**src/rtl/gradient_pkg.sv**
```systemverilog
// gradient_pkg: shared state type and default geometry for the Prewitt gradient path
package gradient_pkg;
  typedef enum logic [1:0] {IDLE, FILL, RUN, DONE} win_state_t;
  localparam int DEF_KERNEL_SIZE = 5;
  localparam int DEF_IMG_WIDTH = 640;
  localparam int DEF_IMG_HEIGHT = 480;
  localparam int COL_W = $clog2(DEF_IMG_WIDTH);
  localparam int ROW_W = $clog2(DEF_IMG_HEIGHT);
endpackage

```
**src/rtl/gradient_xy_counter.sv**
```systemverilog
// gradient_xy_counter: col/row position of the last accepted pixel, with next-pixel flags
module gradient_xy_counter import gradient_pkg::*; #(
  parameter int W = DEF_IMG_WIDTH,
  parameter int H = DEF_IMG_HEIGHT,
  parameter int CW = COL_W,
  parameter int RW = ROW_W
) (
  input  logic          i_clk,
  input  logic          i_aresetn,
  input  logic          load_zero,
  input  logic          inc,
  output logic [CW-1:0] col,
  output logic [RW-1:0] row,
  output logic [CW-1:0] nxt_col,
  output logic [RW-1:0] nxt_row,
  output logic          eol,
  output logic          eof
);
  logic wrap;
  // nxt_* is the position the next accepted pixel will take; flags describe that pixel
  assign wrap = col == CW'(W - 1);
  assign nxt_col = wrap ? '0 : col + 1'b1;
  assign nxt_row = wrap ? row + 1'b1 : row;
  assign eol = nxt_col == CW'(W - 1);
  assign eof = eol && nxt_row == RW'(H - 1);
  always_ff @(posedge i_clk or negedge i_aresetn) begin
    if (!i_aresetn) begin
      col <= '0;
      row <= '0;
    end else if (load_zero) begin
      col <= '0;
      row <= '0;
    end else if (inc) begin
      col <= nxt_col;
      row <= nxt_row;
    end
  end
endmodule

```
**src/rtl/gradient_window_ctrl.sv**
```systemverilog
// gradient_window_ctrl: frame/window sequencer qualifying fully populated 5x5 windows
module gradient_window_ctrl import gradient_pkg::*; #(
  parameter int IMG_WIDTH = DEF_IMG_WIDTH,
  parameter int IMG_HEIGHT = DEF_IMG_HEIGHT,
  parameter int KERNEL_SIZE = DEF_KERNEL_SIZE
) (
  input  logic                          i_clk,
  input  logic                          i_aresetn,
  input  logic                          i_pixel_valid,
  input  logic                          i_sof,
  output logic                          o_ready,
  output logic                          o_shift_en,
  output logic                          o_window_valid,
  output logic                          o_window_sof,
  output logic [$clog2(IMG_WIDTH)-1:0]  o_col,
  output logic [$clog2(IMG_HEIGHT)-1:0] o_row,
  output logic                          o_frame_done,
  output logic                          o_frame_abort,
  output logic [15:0]                   o_frame_cnt
);
  localparam int CW = $clog2(IMG_WIDTH);
  localparam int RW = $clog2(IMG_HEIGHT);
  win_state_t state, nxt_state;
  logic accept, active, load_zero, inc, abort, last, win, eol, eof;
  logic [CW-1:0] nxt_col;
  logic [RW-1:0] nxt_row;
  // ready is gated by reset so nothing is accepted while the block is held in reset
  assign o_ready = i_aresetn && state != DONE;
  assign accept = i_pixel_valid && o_ready;
  assign o_shift_en = accept;
  assign active = state == FILL || state == RUN;
  assign load_zero = accept && i_sof;
  assign inc = accept && active && !i_sof;
  assign abort = accept && active && i_sof;
  assign last = inc && state == RUN && eof;
  assign win = inc && nxt_col >= CW'(KERNEL_SIZE - 1) && nxt_row >= RW'(KERNEL_SIZE - 1);
  gradient_xy_counter #(.W(IMG_WIDTH), .H(IMG_HEIGHT), .CW(CW), .RW(RW)) u_xy (
    .i_clk(i_clk),
    .i_aresetn(i_aresetn),
    .load_zero(load_zero),
    .inc(inc),
    .col(o_col),
    .row(o_row),
    .nxt_col(nxt_col),
    .nxt_row(nxt_row),
    .eol(eol),
    .eof(eof)
  );
  always_comb begin
    nxt_state = load_zero ? FILL :
                state == DONE ? IDLE :
                (inc && state == FILL && eol && nxt_row == RW'(KERNEL_SIZE - 2)) ? RUN :
                last ? DONE : state;
  end
  always_ff @(posedge i_clk or negedge i_aresetn) begin
    if (!i_aresetn) begin
      state <= IDLE;
      o_window_valid <= 1'b0;
      o_window_sof <= 1'b0;
      o_frame_done <= 1'b0;
      o_frame_abort <= 1'b0;
      o_frame_cnt <= '0;
    end else begin
      state <= nxt_state;
      o_window_valid <= win;
      o_window_sof <= win && nxt_col == CW'(KERNEL_SIZE - 1) && nxt_row == RW'(KERNEL_SIZE - 1);
      o_frame_done <= last;
      o_frame_abort <= abort;
      o_frame_cnt <= o_frame_cnt + 16'(last);
    end
  end
endmodule

```
**config.mk**
```make
export PLATFORM = sky130hd
export DESIGN_NAME = gradient_window_ctrl
export DESIGN_NICKNAME = d
export VERILOG_FILES = /design/src/rtl/gradient_pkg.sv /design/src/rtl/gradient_xy_counter.sv /design/src/rtl/gradient_window_ctrl.sv
export SDC_FILE = /design/constraint.sdc
export NUM_CORES = 1
export LEC_CHECK = 0
export CAP_MARGIN = 20
export CORE_MARGIN = 2
export CORE_UTILIZATION = 25
export CTS_CLUSTER_DIAMETER = 120
export DETAILED_ROUTE_END_ITERATION = 8
export RECOVER_POWER = 50
export REMOVE_ABC_BUFFERS = 1
export SLEW_MARGIN = 20
export SYNTH_ARGS = -nofsm -noshare
export SYNTH_HDL_FRONTEND = slang
export SYNTH_SLANG_ARGS = --single-unit
```
**constraint.sdc**
```tcl
create_clock -name i_clk -period 5.5 [get_ports i_clk]
set_input_delay 1.1 -clock i_clk [delete_from_list [all_inputs] [get_ports i_clk]]
set_output_delay 1.1 -clock i_clk [all_outputs]
set_load 0.01 [all_outputs]
```
=== After elaboration in Yosys (flattened, before gate mapping) ===
Index checks and enable logic that the tools add are counted.

* Flip-flop bits (word level): 41
* Bits of input ports: 4
* Output and inout bits: 41
* Logic and storage cells: 53

* Add/subtract/negate cells: 3
* $lt $le $gt $ge: 2
* Eq/ne operators: 10
* Muxes and demuxes: 10
* Reductions and logical operators: 20

{| class="wikitable"
|+ Operators by type and width
! operator !! number
|-
| 10-bit two-way mux || 3
|-
| 9-bit two-way mux || 3
|-
| 10-bit equality test, second input constant || 2
|-
| 16-bit by 1-bit adder with 16-bit output || 1
|-
| 1-bit logical AND || 16
|-
| 10-bit by 1-bit adder with 10-bit output, second input constant || 1
|-
| 10-bit by 3-bit equality test with 1-bit output, second input constant || 1
|-
| 10-bit by 3-bit greater-or-equal comparator with 1-bit output, second input constant || 1
|-
| 9-bit by 1-bit adder with 9-bit output, second input constant || 1
|-
| 9-bit by 2-bit equality test with 1-bit output, second input constant || 1
|-
| 9-bit by 3-bit equality test with 1-bit output, second input constant || 1
|-
| 9-bit equality test, second input constant || 1
|-
| 9-bit by 3-bit greater-or-equal comparator with 1-bit output, second input constant || 1
|-
| 2-bit two-way mux || 4
|-
| 2-bit equality test, second input constant || 2
|-
| 4-bit nonzero test || 1
|-
| 2-bit by 1-bit equality test with 1-bit output, second input constant || 1
|-
| 2-bit inequality test, second input constant || 1
|-
| 2-bit nonzero test || 1
|-
| 1-bit logical NOT || 1
|-
| 1-bit logical OR || 1
|}

=== Depth between registers and ports, before layout ===
Gate-level depths: netlist of the first run.

* Depth in word-level cells: 11
* Depth in mapped cells: 13
* Depth with buffers taken out: 12

=== Hierarchy ===
From an unflattened synthesis of the first run, not the netlist that was laid out.

* Cell total of the unflattened synthesis: 270
* Area, all modules: 2542.4 um2

{| class="wikitable"
|+ Modules (own cells, without submodules)
! module !! instances !! cells an instance !! area each (um2) !! seq. area each (um2)
|-
| gradient_xy_counter || 1 || 166 || 1415.1 || 475.5
|-
| gradient_window_ctrl || 1 || 104 || 1127.3 || 550.5
|}

=== Least setup slack after synthesis of the first run ===
OpenSTA, ideal clock, no wires.

* Kind: input to register
* Start point: input i_pixel_valid
* End point: register o_frame_cnt[15]
* Library setup time: 0.079 ns
* Arrival: 3.701 ns
* Required time: 5.421 ns
* Slack: 1.720 ns
* Cell stages on the path: 12
* Buffers on the path: 1
* Cells stage by stage: nand3b_1 or3_1 buf_2 or4_1 a2111oi_2 and2_1 ha_1 and3_1 nand2_1 or2_2 nor2_1 xor2_1

* Longest elaborated chain between the ends: 6

{| class="wikitable"
|+ Ends and longest elaborated chain
! item !! line !! text
|-
| from (decl) || gradient_window_ctrl.sv:9 || <nowiki>input logic i_pixel_valid,</nowiki>
|-
| 1-bit logical AND || gradient_window_ctrl.sv:29 || <nowiki>assign accept = i_pixel_valid && o_ready;</nowiki>
|-
| 1-bit logical AND (2 in a row) || gradient_window_ctrl.sv:33 || <nowiki>assign inc = accept && active && !i_sof;</nowiki>
|-
| 1-bit logical AND (2 in a row) || gradient_window_ctrl.sv:35 || <nowiki>assign last = inc && state == RUN && eof;</nowiki>
|-
| net last || gradient_window_ctrl.sv:24 || <nowiki>logic accept, active, load_zero, inc, abort, last, win, eol, eof;</nowiki>
|-
| 16-bit by 1-bit adder with 16-bit output || gradient_window_ctrl.sv:69 || <nowiki>o_frame_cnt <= o_frame_cnt + 16'(last);</nowiki>
|-
| to (signal assigned) || gradient_window_ctrl.sv:69 ||
|-
| to (decl) || gradient_window_ctrl.sv:19 || <nowiki>output logic [15:0] o_frame_cnt</nowiki>
|}

The timed path passes the listed nets, and every way through them passes these cells.
A chain may end at the register's enable or synchronous reset.

=== Worst setup path in the final report of the first run ===
Ends and elaborated chain as after synthesis.

==> metrics.md, run 1 <==
| Metric | Value |
|---|---|
| Starting Density | `25.5%` |
| Worst Skew | `0.00601 ns` |
| # H-tree levels | `2` |
| Total die area | `10700 sq um` |
| RePlAce Congestion | `0.867` |
| Crit path max fanout | `16` |
| Wirelength per Cell | `14.5 um` |
| Width of the die | `103 um` |
| Startpoint Class | `primary input` |
| Die height | `103 um` |
| Crit path DAT | `4.67 ns` |
| RSZ-0062 raised after global routing | `false` |
| Drt first-iter violations | `97` |
| Setup Viol. Count Final | `0` |
| Cell taking the most area after synthesis | `dfrtp_1` |
| Peak VDD IR | `0.0872 mV` |
| Post-synthesis adder-cell area fraction | `4.55%` |
| Compound-Gate Fraction of Synth Area | `15.9%` |
| DR vias | `2107` |
| Internal power | `0.000431 W` |
| Reg power frac | `54.8%` |
| Psw | `0.000149 W` |
| Clock share of power | `36.2%` |
| Final core utilization | `32.3%` |
| Design area | `3130 sq um` |
| Kind of critical path | `in -> reg` |
| Largest family of logic cells by synthesized area | `simple AND/OR/NAND/NOR gates` |
| Longest Clk Path Bufs | `2` |
| Fin. max-slew vios | `0` |
| Syn-to-layout area delta | `26.4%` |
| Post-CTS Repair Setup Buffers | `0` |
| Placed insts | `430` |
| Comb power frac | `9.0%` |
| Antenna Cells | `0` |
| GR Overflow Total | `0` |
| DRT Pass-1 Iters | `4` |
| Placed inst area | `3030 sq um` |
| GRT Resource Usage Total | `12.4%` |
| PostCTS Resize Cnt | `0` |
| Final nets | `317` |
| Cell Rows | `36` |
| Post-synth EDFFs | `0` |
| Simple-gate share of the synthesized area | `25.0%` |
| Filler instances | `1029` |
| Max Freq | `224 MHz` |
| WL final | `6340 um` |
| Area share of the largest cell type after synthesis | `41.5%` |
| Slew @ Worst Pin | `0.693 ns` |
| Worst hold slack | `0.460 ns` |
| Mapped Cells | `265` |
| Vias in the first global route | `2025` |
| Clk slew on worst S/H paths | `0.08 ns` |
| Synth cell count leaders | `dfrtp_1, nand2_1, o21ai_0` |
| Worst-Skew Late Latency | `0.29 ns` |
| Seq/Total Area, Yosys | `41.5%` |
| Share of cells above drive strength 1 | `6.89%` |
| Initial antenna violation count | `0` |
| Mux cell area share after synthesis | `0.809%` |
| Buffers on Ports | `44` |
| CP required | `5.72 ns` |
| Ys Warns | `0` |
| Area occupied by multi-input gates | `1350 sq um` |
| Wire length of the first global-routing pass | `10400 um` |
| Static Leak | `1.30 nW` |
| Xor/xnor share of the synthesized area | `8.50%` |
| Core Region | `9680 sq um` |
| Period minus WS final | `4.46 ns` |
| Netlist cell types | `49` |
| HPWL after DPL | `4550 um` |
| #FFs+latches synth | `41` |
| Sink Count | `41` |
| Total CTS buffers | `5` |
| FFs w/ async S/R, synth | `100%` |
| Root Driver | `clkbuf_8` |
| Residual DRC | `0` |
| IO Pins | `45` |
| Synth Cell Area | `2470 sq um` |
| Max-Cap Viols | `0` |
| Hold violation total from the final report | `0` |
| Setup TNS Final | `0 ns` |
| Drt via density | `4.81` |
| Cell with the most instances after synthesis | `dfrtp_1` |
| Top cells by area, synth | `dfrtp_1, xnor2_1, o21ai_0` |
| Outcome | `complete, no violations` |
| Finished Layout Cells | `438` |
| Slew Limit Headroom | `53.5%` |
| CTS tree | `yes` |
| Post-DRT Antenna Nets | `0` |
| Sw Share | `25.7%` |
| Final period utilization | `81.0%` |
| CTS hold repair buffers | `0` |
| Pin count of the biggest net entering global routing | `43` |
| Primary FF master, synth | `dfrtp_1` |
| Power per Cell Area | `185 nW/um^2` |
| Hold Path Class | `reg -> reg` |
| Critical path capture point type | `flip-flop` |
| Sequential Area | `1030 sq um` |
| Synthesized area per cell | `9.33 sq um` |
cell families after synthesis:
logic type	count (synthesis)
AO/OA/AOI/OAI	57
XOR/XNOR	24
adder cells (fa/ha/maj)	9
buffers and inverters	22
flip-flops	41
multiplexers	2
AND/OR/NAND/NOR	110
power groups by stage:
stage                     clock network, W  registers, W  logic (W)
after floorplan                          0      0.000323  0.0000208
after global placement                   0      0.000323  0.0000528
after detailed placement                 0      0.000323  0.0000532
after CTS                         0.000221      0.000317  0.0000536
after global routing              0.000231      0.000319  0.0000578
final                             0.000210      0.000318  0.0000519
critical path: stages:
cell and delay, ns:
dlygate4sd3_1 0.54, nand3b_1 0.12, or3_1 0.58, or4_1 0.62, a2111oi_2 0.41, and2_1 0.23
ha_1 0.19, and3_1 0.21, nand2_1 0.08, or2_2 0.32, nor2_1 0.13, xor2_1 0.15
final timing paths:
path | startpoint | endpoint | slack, ns | cells past startpoint
max in group asynchronous | i_aresetn | u_xy.row[2]$_DFFE_PN0P_ | 4.12 | 2
worst max register to register | u_xy.col[0]$_DFFE_PN0P_ | o_frame_cnt[15]$_DFF_PN0_ | 1.60 | 12
min in group asynchronous | i_aresetn | o_frame_cnt[4]$_DFF_PN0_ | 1.02 | 2
worst max-delay path | i_pixel_valid | o_frame_cnt[15]$_DFF_PN0_ | 1.04 | 12
worst min register to register | o_frame_cnt[15]$_DFF_PN0_ | o_frame_cnt[15]$_DFF_PN0_ | 0.46 | 1
worst min-delay path | o_frame_cnt[15]$_DFF_PN0_ | o_frame_cnt[15]$_DFF_PN0_ | 0.46 | 1
layout by cell type (no fill, tap or decap), types with 2 or more instances in the layout:
cell	synthesis	layout
a2111oi_2	2	2
a211oi_1	2	2
a21oi_1	5	5
a31oi_1	6	6
a32o_1	2	2
and2_1	3	3
and3_1	4	4
and4_1	2	2
buf_4	0	3
clkbuf_8	0	6
clkdlybuf4s50_1	0	24
dfrtp_1	41	41
dlygate4sd3_1	0	19
ha_1	9	9
inv_1	7	7
mux2i_1	2	2
nand2_1	25	25
nand2b_1	2	2
nand3_1	19	19
nand3b_1	2	2
nand4_1	6	6
nor2_1	17	17
nor2b_1	2	2
nor3_1	7	7
nor4_1	2	2
nor4_4	2	2
nor4bb_1	2	2
o21ai_0	23	23
o21ai_1	2	2
o31ai_1	5	5
o41ai_1	2	2
or3_1	6	6
or4_1	2	2
xnor2_1	16	16
xor2_1	8	8
routing by layer:
metal / routed length [um] / part of all wire (%) / track usage, % / vias to the layer above
met2: 2990 / 47 / 19.9 / 41
met4: 25 / 0.39 / 2.23 / 0
met3: 222 / 3.5 / 2.76 / 2
met5: 0 / 0 / 0 / -
met1: 3110 / 49 / 17.3 / 1028
li1: - / - / - / 1036
registers in the layout, indices dropped and copies added, names as in the netlist:
signal,cells
o_window_valid,1
state,2
o_frame_cnt,16
u_xy.row,9
u_xy.col,10
o_frame_abort,1
o_window_sof,1
o_frame_done,1
per-stage QoR:
step,setup slack (ns),power (W)
final,1.04,0.000579
after global routing,0.760,0.000608
after CTS,1.10,0.000591
after detailed placement,0.792,0.000376
after global placement,0.865,0.000376
after floorplan,1.65,0.000344
final cells by class:
| class | count | area share, % |
|---|---|---|
| clock buffers | 6 | 2.64 |
| clock inverters | 2 | 0.440 |
| inverters | 7 | 0.841 |
| multi-input cells | 202 | 43.3 |
| flip-flops and latches | 41 | 32.8 |
| well taps | 133 | 5.32 |
| repair buffers | 47 | 14.6 |
Power figures use the tool's default switching activity.
==> inputs of run 2 (changes only) <==
- clock period: 5.5 -> 3.7 ns (I/O delays scaled with it)
==> metrics.md, run 2 (synthesis gave the netlist of run 1 again) <==
| Metric | Value |
|---|---|
| Outcome | `complete, no violations (unchanged)` |
| Longest Clk Path Bufs | `2 (unchanged)` |
| Buffers on Ports | `44 (unchanged)` |
| DRT Pass-1 Iters | `4 (unchanged)` |
| Final core utilization | `33.6% (was 32.3%)` |
| Max reg flops | `16 (unchanged)` |
| Setup TNS Final | `0 ns (unchanged)` |
| Share of cells above drive strength 1 | `11.8% (was 6.89%)` |
| Crit path max fanout | `3 (was 16)` |
| RSZ-0062 raised after global routing | `false (unchanged)` |
| Cell Rows | `36 (unchanged)` |
| Die height | `103 um (unchanged)` |
| Hold Path Class | `reg -> reg (unchanged)` |
| Placed insts | `448 (was 430)` |
| Wire length of the first global-routing pass | `10200 um (was 10400 um)` |
| Pin count of the biggest net entering global routing | `43 (unchanged)` |
| DR vias | `2248 (was 2107)` |
| Worst Skew | `0.00620 ns (was 0.00601 ns)` |
| WL final | `6430 um (was 6340 um)` |
| Kind of critical path | `in -> reg (unchanged)` |
| Width of the die | `103 um (unchanged)` |
| GR Overflow Total | `0 (unchanged)` |
| Period minus WS final | `3.46 ns` |
| Power per Cell Area | `266 nW/um^2 (was 185 nW/um^2)` |
| Wirelength per Cell | `14.1 um (was 14.5 um)` |
| Antenna Cells | `0 (unchanged)` |
| Post-DRT Antenna Nets | `0 (unchanged)` |
| Total CTS buffers | `5 (unchanged)` |
| Slew @ Worst Pin | `0.902 ns (was 0.693 ns)` |
| Hold violation total from the final report | `0 (unchanged)` |
| CP cell instances | `clkdlybuf4s50_1 > nand3b_1 > or3_1 > or4_1 > a2111oi_2 > and2_1 > ha_1 > and3_1 > nand2_1 > or2_2 > nor2_1 > xor2_1 (was dlygate4sd3_1 > nand3b_1 > or3_1 > or4_1 > a2111oi_2 > and2_1 > ha_1 > and3_1 > nand2_1 > or2_2 > nor2_1 > xor2_1)` |
| Critical Path Max Stage Delay | `0.54 ns (was 0.62 ns)` |
| Most common cell after layout, fill and taps aside | `dfrtp_1 (unchanged)` |
| Design area | `3260 sq um (was 3130 sq um)` |
| IO Pins | `45 (unchanged)` |
| Residual DRC | `0 (unchanged)` |
| Startpoint Class | `primary input (unchanged)` |
| Fin. max-slew vios | `0 (unchanged)` |
| CP max-delay cell | `or4_1 (unchanged)` |
| Sink Count | `41 (unchanged)` |
| # H-tree levels | `2 (unchanged)` |
| Drt first-iter violations | `122 (was 97)` |
| Root Driver | `clkbuf_8 (unchanged)` |
| Setup Viol. Count Final | `0 (unchanged)` |
| Peak VDD IR | `0.140 mV (was 0.0872 mV)` |
| Vias in the first global route | `2051 (was 2025)` |
| CP required | `3.92 ns (was 5.72 ns)` |
| Slew Limit Headroom | `39.9% (was 53.5%)` |
| Worst-Skew Late Latency | `0.29 ns (about the same)` |
| R2R Setup Slk | `0.38 ns (was 1.60 ns)` |
| RePlAce Congestion | `0.847 (was 0.867)` |
| Placed inst area | `3170 sq um (was 3030 sq um)` |
| Crit path DAT | `3.67 ns (was 4.67 ns)` |
| Final period utilization | `93.5%` |
| Post-CTS Repair Setup Buffers | `0 (unchanged)` |
| Total die area | `10700 sq um (unchanged)` |
| Max-Cap Viols | `0 (unchanged)` |
| Static Leak | `1.37 nW (was 1.30 nW)` |
| Crit path buffers/inverters | `1 (unchanged)` |
| Core Region | `9680 sq um (unchanged)` |
| Max Freq | `289 MHz` |
| Critical path capture point type | `flip-flop (unchanged)` |
| GRT Resource Usage Total | `12.3% (was 12.4%)` |
| Top delay family on crit path | `simple AND/OR/NAND/NOR gates (unchanged)` |
| Total Power | `0.000867 W (was 0.000579 W)` |
| Most frequent cells in the layout | `dfrtp_1, clkdlybuf4s50_1, nand2_1 (was dfrtp_1, nand2_1, clkdlybuf4s50_1)` |
| Clk slew on worst S/H paths | `0.08 ns (about the same)` |
| Drt via density | `4.93 (was 4.81)` |
| Top flop regs | `o_frame_cnt: 16 flops, u_xy.col: 10 flops, u_xy.row: 9 flops (unchanged)` |
| Initial antenna violation count | `0 (unchanged)` |
| Finished Layout Cells | `456 (was 438)` |
| CTS tree | `yes (unchanged)` |
| Reg with most FFs | `o_frame_cnt (unchanged)` |
| Starting Density | `25.5% (unchanged)` |
| PostCTS Resize Cnt | `0 (unchanged)` |
| Final nets | `335 (was 317)` |
| HPWL after DPL | `4740 um (was 4550 um)` |
| Syn-to-layout area delta | `31.7% (was 26.4%)` |
-- run 2: changes by cell type in the layout (fill, tap and decap cells not counted), sizes merged --
cell and change:
clkbuf +2, dlygate4sd3 -4, buf +16, clkdlybuf4s50 +4
-- run 2: path summary, 6_finish.rpt --
check	start	endpoint	cells after the start
worst min-delay path	o_frame_cnt[15]$_DFF_PN0_	o_frame_cnt[15]$_DFF_PN0_	1
worst min register to register	o_frame_cnt[15]$_DFF_PN0_	o_frame_cnt[15]$_DFF_PN0_	1
worst max register to register	state[0]$_DFFE_PN0P_	o_frame_cnt[15]$_DFF_PN0_	12
min in group asynchronous	i_aresetn	o_frame_cnt[4]$_DFF_PN0_	2
worst max-delay path	i_pixel_valid	o_frame_cnt[15]$_DFF_PN0_	12
max in group asynchronous	i_aresetn	u_xy.row[2]$_DFFE_PN0P_	2
-- run 2: repair_timing --
item,CTS,global route
hold buffers,0,0
hold endpoints to repair,0,0
endpoints found under the setup margin,0,2
-- run 2: routing by layer --
layer  GRT usage [%]  share of wire [%]  routed length, um
met5               0                  0                  0
met4            2.83               0.54                 35
met2            19.5                 46               2980
met1            17.3                 48               3080
met3            2.49                5.2                334
-- run 2: where the power goes --
part | switching, W | total [W] | internal [W]
registers | 0.00000758 | 0.000463 | 0.000455
clock network | 0.000156 | 0.000307 | 0.000151
logic | 0.0000549 | 0.0000963 | 0.0000413
-- run 2: area by class of cell --
type / instances / area, sq um
clock buffers: 6 / 82.6
clock inverters: 2 / 13.8
fillers: 1014 / 6430
inverters: 7 / 26.3
multi-input cells: 202 / 1350
flip-flops and latches: 41 / 1030
well taps: 133 / 166
repair buffers: 65 / 588
-- run 2: stage by stage --
stage                     hold slack [ns]  setup WS (ns)
after global routing                0.501         0.0478
after global placement              0.464         -0.141
after floorplan                     0.444          0.210
final                               0.474          0.241
after CTS                           0.486         0.0986
after detailed placement            0.475         -0.195
==> inputs of run 3 (changes only) <==
- GPL_ROUTABILITY_DRIVEN: default -> 0
==> results of run 3 <==
No change in the layout: final DEF, timing and power equal those of run 2.
